===== src/rtl/arith_logic_unit_seq.sv =====
// arith_logic_unit_seq: multi-cycle add/sub/mul/div/logic engine with valid/ready handshakes.
// Optional ALU_OP_CNT_EN adds op_count, a wrapping count of completed result handshakes.
module arith_logic_unit_seq #(
    parameter int WIDTH = 8
) (
    input  logic               clk,
    input  logic               rst,
    input  logic               in_valid,
    output logic               in_ready,
    input  logic               mode,
    input  logic [1:0]         op,
    input  logic [WIDTH-1:0]   data1,
    input  logic [WIDTH-1:0]   data2,
    output logic               out_valid,
    input  logic               out_ready,
    output logic [2*WIDTH-1:0] result,
    output logic               div_by_zero
`ifdef ALU_OP_CNT_EN
    ,output logic [15:0]       op_count
`endif
);
    localparam int CW = $clog2(WIDTH);

    typedef enum logic [1:0] {IDLE, CALC, DONE} state_t;

    state_t             state_q, state_d;
    logic               mode_q, mode_d;
    logic [1:0]         op_q, op_d;
    logic [WIDTH-1:0]   a_q, a_d, b_q, b_d;
    logic [2*WIDTH-1:0] acc_q, acc_d, result_q, result_d;
    logic [CW-1:0]      cnt_q, cnt_d;
    logic               in_ready_q, in_ready_d, out_valid_q, out_valid_d, dbz_q, dbz_d;
    logic [WIDTH:0]     trial, rem_n;
    logic               ge, iter, div0;
    logic [2*WIDTH-1:0] mul_step, div_step, ext_a, ext_b, single;
    logic [WIDTH-1:0]   logic_res;
`ifdef ALU_OP_CNT_EN
    logic [15:0]        op_count_q, op_count_d;
`endif

    always_comb begin
        ext_a     = {{WIDTH{1'b0}}, a_q};
        ext_b     = {{WIDTH{1'b0}}, b_q};
        // div keeps the partial remainder in the upper half and shifts quotient bits into the lower half
        trial     = {acc_q[2*WIDTH-1:WIDTH], a_q[cnt_q]};
        ge        = trial >= {1'b0, b_q};
        rem_n     = ge ? trial - {1'b0, b_q} : trial;
        div_step  = {rem_n[WIDTH-1:0], acc_q[WIDTH-2:0], ge};
        mul_step  = {acc_q[2*WIDTH-2:0], 1'b0} + (b_q[cnt_q] ? ext_a : '0);
        div0      = !mode_q && op_q == 2'd3 && b_q == '0;
        iter      = !mode_q && op_q[1] && !div0;
        logic_res = op_q == 2'd0 ? ~(a_q & b_q) :
                    op_q == 2'd1 ? ~(a_q | b_q) :
                    op_q == 2'd2 ? ~a_q : a_q ^ b_q;
        single    = mode_q        ? {{WIDTH{1'b0}}, logic_res} :
                    op_q == 2'd0  ? ext_a + ext_b :
                    op_q == 2'd1  ? ext_a - ext_b :
                    {a_q, {WIDTH{1'b1}}};
        state_d  = state_q;
        mode_d   = mode_q;
        op_d     = op_q;
        a_d      = a_q;
        b_d      = b_q;
        acc_d    = acc_q;
        cnt_d    = cnt_q;
        result_d = result_q;
        dbz_d    = dbz_q;
        case (state_q)
            IDLE: if (in_valid) begin
                mode_d  = mode;
                op_d    = op;
                a_d     = data1;
                b_d     = data2;
                acc_d   = '0;
                cnt_d   = CW'(WIDTH - 1);
                state_d = CALC;
            end
            CALC: begin
                dbz_d = div0;
                if (iter) begin
                    acc_d = op_q[0] ? div_step : mul_step;
                    cnt_d = cnt_q - CW'(1);
                    if (cnt_q == '0) begin
                        result_d = acc_d;
                        state_d  = DONE;
                    end
                end else begin
                    result_d = single;
                    state_d  = DONE;
                end
            end
            DONE: if (out_ready) state_d = IDLE;
            default: state_d = IDLE;
        endcase
        in_ready_d  = state_d == IDLE;
        out_valid_d = state_d == DONE;
`ifdef ALU_OP_CNT_EN
        op_count_d = op_count_q + ((out_valid_q && out_ready) ? 16'd1 : 16'd0);
`endif
    end

    always_ff @(posedge clk) begin
        if (rst) begin
            state_q     <= IDLE;
            mode_q      <= 1'b0;
            op_q        <= '0;
            a_q         <= '0;
            b_q         <= '0;
            acc_q       <= '0;
            cnt_q       <= '0;
            result_q    <= '0;
            dbz_q       <= 1'b0;
            in_ready_q  <= 1'b1;
            out_valid_q <= 1'b0;
`ifdef ALU_OP_CNT_EN
            op_count_q  <= '0;
`endif
        end else begin
            state_q     <= state_d;
            mode_q      <= mode_d;
            op_q        <= op_d;
            a_q         <= a_d;
            b_q         <= b_d;
            acc_q       <= acc_d;
            cnt_q       <= cnt_d;
            result_q    <= result_d;
            dbz_q       <= dbz_d;
            in_ready_q  <= in_ready_d;
            out_valid_q <= out_valid_d;
`ifdef ALU_OP_CNT_EN
            op_count_q  <= op_count_d;
`endif
        end
    end

    assign in_ready    = in_ready_q;
    assign out_valid   = out_valid_q;
    assign result      = result_q;
    assign div_by_zero = dbz_q;
`ifdef ALU_OP_CNT_EN
    assign op_count    = op_count_q;
`endif

endmodule


===== config.mk =====
export PLATFORM = sky130hd
export DESIGN_NAME = arith_logic_unit_seq
export DESIGN_NICKNAME = d
export VERILOG_FILES = /design/src/rtl/arith_logic_unit_seq.sv
export SDC_FILE = /design/constraint.sdc
export NUM_CORES = 1
export LEC_CHECK = 0
export CORE_MARGIN = 5
export CORE_UTILIZATION = 56
export CTS_BUF_LIST = sky130_fd_sc_hd__clkbuf_8 sky130_fd_sc_hd__clkbuf_16
export CTS_CLUSTER_SIZE = 14
export DETAILED_ROUTE_END_ITERATION = 16
export MAX_ROUTING_LAYER = met4
export PLACE_DENSITY = 0.78
export SETUP_SLACK_MARGIN = 0.1
export SLEW_MARGIN = 20
export SYNTH_ARGS = -nofsm -noshare
export SYNTH_HDL_FRONTEND = slang
export SYNTH_SLANG_ARGS = --single-unit
export TNS_END_PERCENT = 100

===== constraint.sdc =====
create_clock -name clk -period 4.8 [get_ports clk]
set_clock_uncertainty 0.05 [all_clocks]
set_input_delay 1.2 -clock clk [delete_from_list [all_inputs] [get_ports clk]]
set_output_delay 1.2 -clock clk [all_outputs]
set_load 0.02 [all_outputs]

# --- After elaboration in Yosys (flattened, before gate mapping) ---
# Index checks and enable logic that the tools add are counted.
classes:
  mux: 26
  eq_ne: 9
  n_reduce_logical: 15
  bitwise_logic: 6
  addsub: 5
  n_lt_le_gt_ge: 2
op_table:
  columns: ["operator", "n"]
  rows:
  - ["$mux 16", 8]
  - ["$mux 8", 5]
  - ["$pmux 16 s2", 1]
  - ["$not 8->8", 3]
  - ["$add 16x8->16", 1]
  - ["$add 8x8->9", 1]
  - ["$ge 9x8->1", 1]
  - ["$sub 8x8->9", 1]
  - ["$and 8x8->8", 1]
  - ["$eq 2x2->1 const B", 4]
  - ["$logic_not 8->1", 1]
  - ["$mux 2", 4]
  - ["$or 8x8->8", 1]
  - ["$sub 8x8->8", 1]
  - ["$xor 8x8->8", 1]
  - ["$bmux 1 s3", 2]
  - ["$logic_not 2->1", 3]
  - ["$mux 3", 2]
  - ["$pmux 2 s3", 1]
  - ["$pmux 3 s2", 1]
  - ["$eq 2x1->1 const B", 2]
  - ["$logic_and 1x1->1", 4]
  - ["$lt 3x4->1 const B", 1]
  - ["$ne 2x2->1 const B", 2]
  - ["other kinds (8)", 11]
totals:
  wordCells: 74
  out_inout_bits: 19
  ff_bits: 59

# --- Longest topological paths before layout ---
# Gate-level depths: netlist (run 1).
depth:
  depth_word: 8
  depth_mapped: 13
  mapped_depth_nobuf: 12

# --- Worst setup path after synthesis (run 1) ---
# Ideal clock, no wire load.
synth_timing:
  kind: "register -> register"
  start: "reg cnt_q[2]"
  end: "reg acc_q[11]"
  setup_slack_ns: 1.342
  arrival_time_ns: 3.290
  period_less_slack_ns: 3.458
  stages_incl_launch_ff: 13
  t_required_ns: 4.633
  setup_time_ns: 0.117
  cell_sequence: "dfxtp_1 > buf_2 > mux4_2 > mux2i_2 > nor2_1 > ha_1 > fa_1 > a211oi_1 > nor2_1 > o21ai_1 > nor3_1 > or3b_2 > a32o_1"
synth_between:
  elab_chain_cells: 7
  elab_cells_between_ends: 12
synth_rtl:
  columns: ["element", "line_no", "source"]
  rows:
  - ["start, declared", "31", "logic [CW-1:0] cnt_q, cnt_d;"]
  - ["start signal, assigned", "125", "cnt_q <= cnt_d;"]
  - ["$bmux 1 s3, on equally long branches", "49, 45", null]
  - ["$mux 1, on equally long branches", "49, 45", null]
  - ["$mux 8, or another cell as far along", "49", "mul_step = {acc_q[2*WIDTH-2:0], 1'b0} + (b_q[cnt_q] ? ext_a : '0);"]
  - ["$add 16x8->16 or $mux 8 (tied branches)", "49, 47", null]
  - ["$mux 16 (*)", "81", "acc_d = op_q[0] ? div_step : mul_step;"]
  - ["$mux 16 (*)", "80", "if (iter) begin"]
  - ["$pmux 16 s2 (*)", "68", "case (state_q)"]
  - ["end signal, assigned", "109", "acc_q <= '0;"]
  - ["end signal, assigned", "124", "acc_q <= acc_d;"]
  - ["end, declared", "30", "logic [2*WIDTH-1:0] acc_q, acc_d, result_q, result_d;"]
# Mark *: on every way between the ends. The rest lies on a longest branch, timed or not. The select of a mux whose other input is x is not followed.
# A chain may end at the register's enable or synchronous reset.

# --- Worst setup path in the final report (run 1) ---
# Ends and elaborated chain as after synthesis.

==> impl_metrics.ini, run 1 <==
[synth]
synth_top_area_share_pct = 24.7
synth_cell_types = 74
synth_top_area_cell = dfxtp_1
synthCells = 604
syn_nets = 672
synth.area.top_cells = dfxtp_1 (25%), ha_1 (11%), nand2_1 (7.1%)
synth_seq_area_share_pct = 24.7
ys_warn_count = 0
synth_flop_cell = dfxtp_1
synth_edf_count = 0
async_flop_share_pct = 0
synth_area_sq_um = 4780
syn_avg_cell_area_sq_um = 7.92
ys_seq_elements = 59

[worst_setup_path]
rrSetupSlack_ps = 910
worstPathMaxFanout = 8
arrival_ps = 4090
r2r-end = acc_q[11]
r2r-start = cnt_q[2]
ff2ff_path_depth = 11
required_ps = 5000
criticalPathCategory = reg -> reg
start_kind = register
critPathCaptureType = register

[global_routing]
grt_max_degree = 79
grt_pass1_wl_um = 22600
grt_usage_pct = 28.6
grt_overflow = 0
grt_pass1_vias = 4439
antenna_found_initial = 0

[run]
maxCapViolations = 0

[floorplan]
die_w_um = 102
io_pins = 42
core_sq_um = 8260
die_area_sq_um = 10500
die_height_um = 102
initial_utilization_pct = 57.9
num_rows = 33

[timing]
fin_crit_sh_pct = 81.1
tightest_slew_ps = 1030
hold_viol = 0
setup-tns-final_ps = 0
relSlewSlack_pct = 31.3
finalSetupViolCount = 0
hold_slack_ps = 391
rsz0062_at_grt = no
period_minus_slack_ps = 3890
slew_viol_final = 0
fmax_mhz = 257

[clock_tree]
cts_buffer_depth = 2
cts_sinks = 59
cts_htree_levels = 3
clock_latency_ps = 350
cts_tree = built
cts_inserted_buffers = 9
cts_root_buffer = clkbuf_8
cts_setup_buffers = 0
cts.clk_slew.worst_paths_ps = 80
cts_hold_buffers = 0
post_cts_resized = 0

[worst_hold_path]
worstHoldEndpoint = result[5]
hold_class = reg -> reg
min_from = result[5]
hold_depth = 2

[routing]
ant_nets = 0
drc_errors = 0
dr.pass1.iters = 7
vias = 4674
drtIter0Drc = 313
avgRoutedWirePerCell_um = 19.2
vias_per_cell = 6.36
wl_um = 14100

[pwr]
pwr_density_cell_nw_per_um2 = 279
peakVddDrop_mv = 0.206
finalPower_mw = 1.51
power.leakage_nw = 2.07

[place]
gp_congestion = 0.973
dpl_cell_area_sq_um = 5190
place_inst = 719
io_buffer_count = 41
hpwl_um = 10300

[run_status]
status = completed

[layout]
nets = 693
stdcell_count = 735
layout_commonest_cell = nand2_1
drive_gt1_share_pct = 8.25
stdcell_area_sq_um = 5420
area_growth_pct = 13.2
antennaDiodeCount = 0
most-common-layout-cells = nand2_1 (90), dfxtp_1 (58), a21oi_1 (57)
registers in the layout, summed over array words and instances, names as in the netlist:
name,cells
a_q,8
acc_q,16
b_q,8
cnt_q,3
div_by_zero,1
in_ready,1
mode_q,1
op_q,2
out_valid,1
result,16
state_q,2
worst max-delay path, stage by stage (launching register included):
cell and delay [ps]:
dfxtp_1 480, mux4_2 560, mux2i_2 410, nor2_1 100, ha_1 240, fa_1 430, a211oi_1 360, nor2_1 160
o21ai_1 210, nor3_1 70, or3b_2 460, a32o_1 260
how the worst max path moves through the flow:
stage              from        end  slack [ps]  depth (start not counted)
2_1_floorplan  cnt_q[2]  acc_q[11]        1340                         12
4_1_cts        cnt_q[2]  acc_q[11]         950                         11
3_5_place_dp   cnt_q[2]  acc_q[11]         980                         11
6_report       cnt_q[2]  acc_q[11]         910                         11
3_3_place_gp   cnt_q[2]  acc_q[11]        1130                         11
5_1_grt        cnt_q[2]  acc_q[11]         660                         11
area by class of cell:
cell class	instances	area [sq um]
sequential	59	1180
fill	731	2840
clock buffer	11	151
inverter	29	109
clock inverter	5	76.3
timing repair buffer	46	443
tap	105	131
multi-input combinational	480	3320
cell usage after synthesis (2+ instances only):
library cell	number
nor3_1	10
mux2i_1	13
nand2_1	90
o21a_1	7
o21bai_1	6
buf_2	8
inv_1	29
nor4_1	4
or3_1	3
and4_1	2
nand3_1	14
clkbuf_1	17
a32oi_1	2
a21oi_1	57
buf_4	4
or2_2	2
mux4_2	5
buf_1	4
xor2_1	7
and3_1	2
mux2_2	2
nand2b_1	11
a221oi_1	3
o211a_1	2
dfxtp_1	59
clkbuf_2	2
o21ba_2	2
fa_1	4
o21ai_0	35
a31o_2	2
nor2_1	46
o31ai_1	3
o211ai_1	12
ha_1	41
a211oi_1	17
a32o_1	2
xnor2_1	13
a21o_1	9
a31oi_1	7
nor3b_1	3
a22oi_1	2
a211o_1	3
nand4_1	3
nor2b_1	5
per-layer routing:
metal	GRT usage, %	share of wire, %	vias up
met5	-	0	-
met4	11.8	3.6	0
met3	4.98	8.0	38
met2	43.2	45	222
met1	38.0	44	2209
li1	-	-	2205
logic make-up (layout without fill, tap and decap cells):
group / after synthesis / count (layout) / synth area share (%)
compound gates: 189 / 189 / 27.6
xor+xnor: 20 / 20 / 3.66
fa+ha+maj: 45 / 45 / 12.4
buf+inv: 65 / 91 / 5.83
flops: 59 / 59 / 24.7
mux: 21 / 21 / 5.83
simple gates: 205 / 205 / 20.0
where the power goes:
part	switching [mW]	internal (mW)	leakage (nW)
clock	0.230	0.318	0.117
combinational	0.242	0.169	1.47
sequential	0.0368	0.516	0.482
metrics by stage:
step           worst slack [ps]  utilization (%)
6_report                    906             65.6
2_1_floorplan              1340                -
5_1_grt                     658             65.6
4_1_cts                     950             65.6
3_3_place_gp               1130             62.8
3_5_place_dp                985             62.8
No activity file was read; power rests on OpenSTA's default activity.
==> inputs of run 2 (changes only) <==
==> constraint.sdc (replaced) <==
create_clock -name clk -period 3.9 [get_ports clk]
set_clock_uncertainty 0.05 [all_clocks]
set_input_delay 0.975 -clock clk [delete_from_list [all_inputs] [get_ports clk]]
set_output_delay 0.975 -clock clk [all_outputs]
set_load 0.02 [all_outputs]
==> impl_metrics.ini, run 2 (synthesized netlist as in run 1, its figures left out) <==
[pwr]
power.leakage_nw = 2.12
clkPwrFrac_pct = 32.2
p_seq_share_pct = 37.8
switching_share_pct = 34.3
p_comb_share_pct = 30.1
peakVddDrop_mv = 0.195
power.internal_mw = 1.16
finalPower_mw = 1.76
power_switching_mw = 0.605
pwr_density_cell_nw_per_um2 = 323

[floorplan]
die_area_sq_um = 10500
initial_utilization_pct = 57.9
core_sq_um = 8260
die_height_um = 102
die_w_um = 102
num_rows = 33
io_pins = 42

[timing]
relSlewSlack_pct = 45.7
setup-tns-final_ps = 0
tightest_slew_ps = 813
hold_viol = 0
period_minus_slack_ps = 3560
slew_viol_final = 0
rsz0062_at_grt = no
finalSetupViolCount = 0
hold_slack_ps = 388
fmax_mhz = 281
fin_crit_sh_pct = 91.3

[routing]
ant_nets = 0
drc_errors = 0
wl_um = 14000
vias_per_cell = 6.25
drtIter0Drc = 452
vias = 4666
dr.pass1.iters = 5
avgRoutedWirePerCell_um = 18.8

[layout]
nets = 704
area_growth_pct = 14.3
final-seq-area_sq_um = 1180
most-common-layout-cells = nand2_1 (90), dfxtp_1 (58), a21oi_1 (57)
antennaDiodeCount = 0
multi_input_area_sq_um = 3320
stdcell_area_sq_um = 5460
layout_commonest_cell = nand2_1
nFillCells = 734
drive_gt1_share_pct = 9.83

[global_routing]
grt_max_degree = 79
grt_usage_pct = 28.5
grt_pass1_wl_um = 22600
grt_pass1_vias = 4504
grt_overflow = 0
antenna_found_initial = 0

[place]
dpl_cell_area_sq_um = 5270
io_buffer_count = 41
gp_congestion = 0.984
hpwl_um = 10600

[clock_tree]
cts_buffer_depth = 2
clock_latency_ps = 340
cts_hold_buffers = 0
cts_inserted_buffers = 9
cts.clk_slew.worst_paths_ps = 80
cts_setup_buffers = 0
cts_htree_levels = 3
cts_root_buffer = clkbuf_8
cts_sinks = 59
cts_tree = built
post_cts_resized = 0

[worst_setup_path]
r2r-start = cnt_q[2]
ff2ff_path_depth = 11
critPathCaptureType = register
start_kind = register
arrival_ps = 3740
setup.worst_path.start = cnt_q[2]
criticalPathCategory = reg -> reg
worstPathMaxFanout = 6
required_ps = 4080

[worst_hold_path]
hold_class = reg -> reg
hold_depth = 2
min_from = result[5]

[run]
maxCapViolations = 0

[run_status]
status = completed
run 2: critical path, stage by stage, from the launching register on:
cell and delay (ps):
dfxtp_1 470, mux4_2 560, mux2i_2 190, nor2_1 60, ha_1 210, fa_1 430, a211oi_1 330, nor2_1 140
o21ai_1 230, nor3_1 70, or3b_2 460, a32o_1 260
run 2: layout make-up:
type                            count  share of cell area, %
Multi-Input combinational cell    480                   60.8
Clock inverter                      6                   1.03
Inverter                           29                   1.99
Sequential cell                    59                   21.6
Clock buffer                       10                   2.52
Tap cell                          105                   2.40
Timing Repair Buffer               57                   9.62
run 2: final timing paths:
path,end,slack [ps]
worst max-delay path,acc_q[11],340
worst min-delay path,result[5],390
worst max register to register,acc_q[11],340
worst min register to register,result[5],390
run 2: through the flow:
| step | setup slack [ps] | util (%) | std cells |
|---|---|---|---|
| floorplan | 442 | - | 604 |
| global placement | 450 | 63.8 | 730 |
| detailed placement | 376 | 63.8 | 730 |
| CTS | 364 | 66.2 | 746 |
| global route | 178 | 66.2 | 746 |
| finish | 340 | 66.2 | 746 |
run 2: metal layers:
metal	GRT usage [%]	wire (um)	share of wire [%]	up-vias
met4	12.5	605	4.3	0
li1	-	-	-	2227
met3	5.39	1170	8.3	53
met1	36.8	5930	42	2165
met2	43.4	6290	45	221
met5	-	0	0	-
run 2: power by group through the flow:
stage / sequential, mW / combinational, mW / clock [mW]
after floorplan: 0.690 / 0.352 / 0
after global placement: 0.677 / 0.511 / 0
after detailed placement: 0.680 / 0.520 / 0
after CTS: 0.666 / 0.523 / 0.574
after global routing: 0.670 / 0.577 / 0.605
final: 0.666 / 0.531 / 0.567
